### config.mk
export PLATFORM = sky130hd
export DESIGN_NAME = irq_ack_ctrl
export DESIGN_NICKNAME = d
export VERILOG_FILES = /design/src/rtl/irq_ack_ctrl.sv
export SDC_FILE = /design/constraint.sdc
export NUM_CORES = 1
export LEC_CHECK = 0
export CAP_MARGIN = 10
export CELL_PAD_IN_SITES_DETAIL_PLACEMENT = 0
export CELL_PAD_IN_SITES_GLOBAL_PLACEMENT = 2
export CORE_MARGIN = 2
export CORE_UTILIZATION = 38
export DETAILED_ROUTE_END_ITERATION = 8
export DONT_BUFFER_PORTS = 1
export GPL_ROUTABILITY_DRIVEN = 0
export HOLD_SLACK_MARGIN = 0.05
export PLACE_DENSITY_LB_ADDON = 0.1
export SETUP_SLACK_MARGIN = 0.4
export SLEW_MARGIN = 20
export SYNTH_ARGS = -nofsm -noshare
export SYNTH_HDL_FRONTEND = slang
export SYNTH_SLANG_ARGS = --single-unit
### constraint.sdc
create_clock -name clk -period 2 [get_ports clk]
set_clock_uncertainty 0.15 [all_clocks]
set_input_delay 0.5 -clock clk [delete_from_list [all_inputs] [get_ports clk]]
set_output_delay 0.5 -clock clk [all_outputs]
set_load 0.03 [all_outputs]
### src/rtl/irq_ack_ctrl.sv
// Priority interrupt presenter with ack/eoi handshake and one-hot source clear.
// Define IRQ_ACK_SYNC_EN to add a 2-flop synchroniser ahead of the irq_in register.
module irq_ack_ctrl #(
    parameter int NUM_SRC = 4,
    parameter int VEC_W   = 2
) (
    input  logic               clk,
    input  logic               rst_n,
    input  logic [NUM_SRC-1:0] irq_in,
    input  logic [NUM_SRC-1:0] src_mask,
    output logic               cpu_irq,
    output logic [VEC_W-1:0]   cpu_vec,
    input  logic               cpu_ack,
    input  logic               cpu_eoi,
    output logic [NUM_SRC-1:0] src_clr,
    output logic               in_svc,
    output logic               ack_err
);

    typedef enum logic [1:0] {
        IDLE,
        PEND,
        SERV
    } state_t;

    state_t             state;
    logic [NUM_SRC-1:0] irq_s;
    logic [NUM_SRC-1:0] req;
    logic [VEC_W-1:0]   pick;
    logic [NUM_SRC-1:0] one;

    assign one = {{(NUM_SRC-1){1'b0}}, 1'b1};

`ifdef IRQ_ACK_SYNC_EN
    logic [NUM_SRC-1:0] sync1;
    logic [NUM_SRC-1:0] sync2;

    always_ff @(posedge clk or negedge rst_n) begin
        if (!rst_n) begin
            sync1 <= '0;
            sync2 <= '0;
            irq_s <= '0;
        end else begin
            sync1 <= irq_in;
            sync2 <= sync1;
            irq_s <= sync2;
        end
    end
`else
    always_ff @(posedge clk or negedge rst_n) begin
        if (!rst_n) irq_s <= '0;
        else        irq_s <= irq_in;
    end
`endif

    assign req = irq_s & ~src_mask;

    // Scan downwards so the lowest set index wins.
    always_comb begin
        pick = '0;
        for (int i = NUM_SRC - 1; i >= 0; i--) begin
            if (req[i]) pick = VEC_W'(i);
        end
    end

    always_ff @(posedge clk or negedge rst_n) begin
        if (!rst_n) begin
            state   <= IDLE;
            cpu_irq <= 1'b0;
            cpu_vec <= '0;
            src_clr <= '0;
            in_svc  <= 1'b0;
            ack_err <= 1'b0;
        end else begin
            src_clr <= '0;
            unique case (state)
                IDLE: begin
                    if (cpu_ack || cpu_eoi) ack_err <= 1'b1;
                    if (|req) begin
                        state   <= PEND;
                        cpu_irq <= 1'b1;
                        cpu_vec <= pick;
                    end
                end
                PEND: begin
                    if (cpu_ack) begin
                        state   <= SERV;
                        cpu_irq <= 1'b0;
                        in_svc  <= 1'b1;
                        src_clr <= one << cpu_vec;
                    end else begin
                        if (cpu_eoi) ack_err <= 1'b1;
                        if (|req) begin
                            cpu_vec <= pick;
                        end else begin
                            state   <= IDLE;
                            cpu_irq <= 1'b0;
                        end
                    end
                end
                SERV: begin
                    if (cpu_ack) ack_err <= 1'b1;
                    if (cpu_eoi) begin
                        state  <= IDLE;
                        in_svc <= 1'b0;
                    end
                end
                default: state <= IDLE;
            endcase
        end
    end

endmodule
# --- Yosys cells after proc, flatten, opt, wreduce, memory -nomap -nowiden ---
# Cells that the tools add are included.
word_totals:
  reg_bits: 15
  output_inout_bits: 9
  elab_cells: 56
classes:
  eq_ne: 10
  shifts: 1
  muxes: 25
  bitwise: 2
  n_reduce_logical: 11
op_table:
  columns: ["operator", "count"]
  rows:
  - ["two-way mux 2 bit", 10]
  - ["inequality test 2 bit, second input constant", 7]
  - ["AND reduction 3 bit", 3]
  - ["two-way mux 1 bit", 8]
  - ["two-way mux 4 bit", 2]
  - ["case mux 2 bit (3 select lines)", 1]
  - ["AND reduction 5 bit", 1]
  - ["AND 4 bit", 1]
  - ["inverter 4 bit", 1]
  - ["case mux 1 bit (2 select lines)", 2]
  - ["case mux 2 bit (2 select lines)", 1]
  - ["nonzero test 2 bit", 2]
  - ["OR reduction 4 bit", 1]
  - ["<< shifter 1 x 2 -> 4 bit, first input constant", 1]
  - ["inequality test 3 bit, second input constant", 1]
  - ["case mux 1 bit (3 select lines)", 1]
  - ["nonzero test 3 bit", 1]
  - ["equality test 2 x 1 -> 1 bit, second input constant", 1]
  - ["equality test 2 bit, second input constant", 1]
  - ["logical NOT 2 bit", 1]
  - ["AND reduction 2 bit", 1]
  - ["logical OR 1 bit", 1]

# --- Depth between registers and ports, before layout ---
logic_depth:
  ltp_word: 9
  mapped_depth: 6
  ltp_nobuf: 6

# --- Least setup slack after synthesis ---
# No wires, ideal clock.
synth_path:
  path_type: "reg-to-reg"
  startpoint: "reg state[1]"
  endpoint: "reg state[0]"
  setup_ns: 0.125
  t_arrival_ns: 1.436
  t_required_ns: 1.725
  setup_slack_ns: 0.288
  path_stages_with_launch: 7
  n_path_buf: 0
  path_cell_list: "dfrtp_1 > inv_1 > ha_1 > nor2b_4 > nor2_2 > mux2i_4 > mux2_4"
synth_via:
  elab_chain_cells: 3
synth_lines:
  columns: ["item", "line", "source"]
  rows:
  - ["from (decl)", "26", "state_t state;"]
  - ["from (signal assigned)", "68", "state <= IDLE;"]
  - ["from (signal assigned)", "80", "state <= PEND;"]
  - ["from (signal assigned)", "87", "state <= SERV;"]
  - ["equality test 2 x 1 -> 1 bit (tied with other cells)", "76", "unique case (state)"]
  - ["inequality test 3 bit (no source line) / inequality test 2 bit (equally long branches)", null, null]
  - ["AND reduction 3 bit (no source line)", null, null]
# Parallel ways exist; a longest one is shown, timed or not.
# A chain may end at the register's enable or synchronous reset.

# --- Final worst setup path ---
layout_path:
  startpoint: "reg state[0]"
  endpoint: "reg state[0]"
# The elaborated chain is that of the path after synthesis.

==> run_results.csv <==
group,metric,value,unit
status,outcome,"finished clean",
sta,fin_tns_setup,0,ps
global_route,grt_pass1_wl,2640,um
critical_path,cp-start-kind,"register",
sta,fmax,0.608,GHz
synth,synth_seq_cells,15,
global_route,grt-ovfl-total,0,
synth,synth_commonest_cells,"dfrtp_1, a21oi_1, ha_1, inv_1, nor2_1",
synth,yosysWarnings,0,
die,initial_core_util,39.5,%
placement,post-place-cells,90,
critical_path,path_delay_family,"flip-flops",
critical_path,crit_type,"register to register",
synth,synth_most_common_cell,"dfrtp_1",
clocking,cts_made_buffers,3,
die,dieArea,2390,sq um
drt,via_per_inst,4.94,
placement,dp.final_hpwl,1020,um
global_route,first_global_vias,570,
drt,dr.pass1.iters,6,
cells_and_area,multi_input_area,410,sq um
synth,synthArstFlopShare,100,%
sta,fin_hold_ws,86.6,ps
drt,wl_per_cell,14.3,um
sta,hold_violations,0,
power_and_ir_drop,ir_worst_vdd,0.585,mV
min_path,min_to,"irq_s[3]",
cells_and_area,drive_gt1_share,37.3,%
clocking,cts_root_buf,"clkbuf_4",
critical_path,crit_fanout,3,
synth,synth_area_leaders,"dfrtp_1, ha_1, nand2b_4, a21oi_1, mux2i_4",
critical_path,rr_endpoint,"state[0]",
cells_and_area,n_fill_cell,208,
global_route,grt_use_total,15.0,%
cells_and_area,antenna_cells,0,
sta,setup_slack,354,ps
clocking,htree_levels,1,
critical_path,slowest_delay,430,ps
clocking,clk_latency,280,ps
sta,setup_violations,0,
synth,yosysSeqAreaShare,48.9,%
critical_path,path_cells,"buf_4, ha_4, nor2b_4, nor2_2, mux2i_4, mux2_4",
critical_path,critPathBufInv,1,
die,placementRows,16,
synth,yosysUniqueCellTypes,25,
global_route,antenna_found_initial,0,
sta,maxSlewViolCount,0,
die,io_pins,21,
sta,post-route-period-util,82.3,%
synth,synth_nets,80,
power_and_ir_drop,p_total,1.27,mW
sta,tightest_slew,686,ps
critical_path,r2r-start,"state[0]",
drt,antenna_left,0,
synth,synth_cells,63,
synth,yosysTopAreaCellShare,48.9,%
cells_and_area,seqCellArea,377,sq um
drt,wl,1460,um
min_path,worstHoldStart,"irq_in[3]",
min_path,hp-class,"primary input to register",
synth,synthFlopType,"dfrtp_1",
cells_and_area,synthToLayoutAreaGrowth,21.0,%
min_path,hold_depth,0,
critical_path,cp_slowest_cell,"dfrtp_1",
drt,via_count,504,
critical_path,r2r_cells,6,
die,fp.dieW,48.9,um
power_and_ir_drop,p_leak,0.429,nW
cells_and_area,fin_nets,93,
job,maxCapViolCount,0,
sta,rsz0062_at_grt,"true",
synth,yosysTopAreaCell,"dfrtp_1",
drt,dr.first_iter.drc_count,4,
synth,synth_edf_count,0,
synth,syn_area_per_cell,12.2,sq um
cells_and_area,postLayoutCellArea,928,sq um
critical_path,r2r_slack,350,ps
synth,synthesis.area,767,sq um
sta,max_slew_margin,54.1,%
critical_path,endpoint_kind,"register",
placement,io_buffers,0,
clocking,cts_sinks,15,
die,core-area,1940,sq um
global_route,grt_start_max_net_pins,16,
critical_path,cp_data_arrival_time,1680,ps
placement,place_area,828,sq um
clocking,clock_path_buffers,2,
cells_and_area,finish.utilization,47.8,%
sta,min_period,1650,ps
drt,drc,0,
placement,pre_cts_ws,290,ps
die,die_h,48.9,um
clocking,clkTransAtPathRegs,90,ps
power_and_ir_drop,p_per_area,1370,nW/um^2
cells_and_area,fin_cells,102,
critical_path,cp.required,2030,ps
clocking,cts_tree,"built",
[worst max path at each step]
stage,endpoint,depth (start not counted),startpoint,slack (ps)
detailed placement,cpu_vec[0],6,state[0],290
CTS,state[0],6,state[0],360
global route,cpu_vec[0],6,state[0],300
global placement,state[0],6,state[0],290
finish,state[0],6,state[0],350
floorplan,state[0],6,state[0],390
[report_power, final]
group | switching (mW) | total [mW] | internal, mW
Combinational | 0.258 | 0.540 | 0.282
Sequential | 0.177 | 0.554 | 0.376
Clock | 0.0997 | 0.177 | 0.0775
[state kept, by name, summed over array words and instances, names as in the netlist]
name     cells
ack_err      1
cpu_irq      1
cpu_vec      2
in_svc       1
irq_s        4
src_clr      4
state        2
[routing by layer]
layer / track usage (%) / part of all wire, %
met1: 17.8 / 42
met2: 24.7 / 52
met3: 2.76 / 4.3
met4: 10.0 / 1.2
met5: 0 / 0
[cells in the final DEF (no fill, tap or decap), types with 3 or more instances in the layout]
cell       n
dfrtp_1   14
buf_4      7
a21oi_1    5
nor2_1     4
nand2b_4   4
inv_1      3
nand2_1    3
clkbuf_4   3
[timing repair]
action,CTS,global route
resized for setup,2,1
hold endpoints to repair,15,0
setup buffers,7,0
pin swaps,3,0
hold buffers,1,0
setup endpoints to repair,2,4
[area by class of cell]
cell class / instances / share of cell area, %
Multi-Input combinational cell: 43 / 44.2
Sequential cell: 15 / 40.6
Timing Repair Buffer: 8 / 6.74
Tap cell: 27 / 3.64
Clock buffer: 4 / 2.83
Inverter: 5 / 2.02
[cells by family after synthesis]
| kind of cell | Yosys count | share of synthesized area (%) |
|---|---|---|
| buffers and inverters | 5 | 2.45 |
| flip-flops | 15 | 48.9 |
| adder cells (fa/ha/maj) | 5 | 8.16 |
| AO/OA/AOI/OAI | 13 | 11.6 |
| AND/OR/NAND/NOR | 21 | 21.4 |
| multiplexers | 4 | 7.50 |
Note: power is estimated with default switching activity, not from simulation.
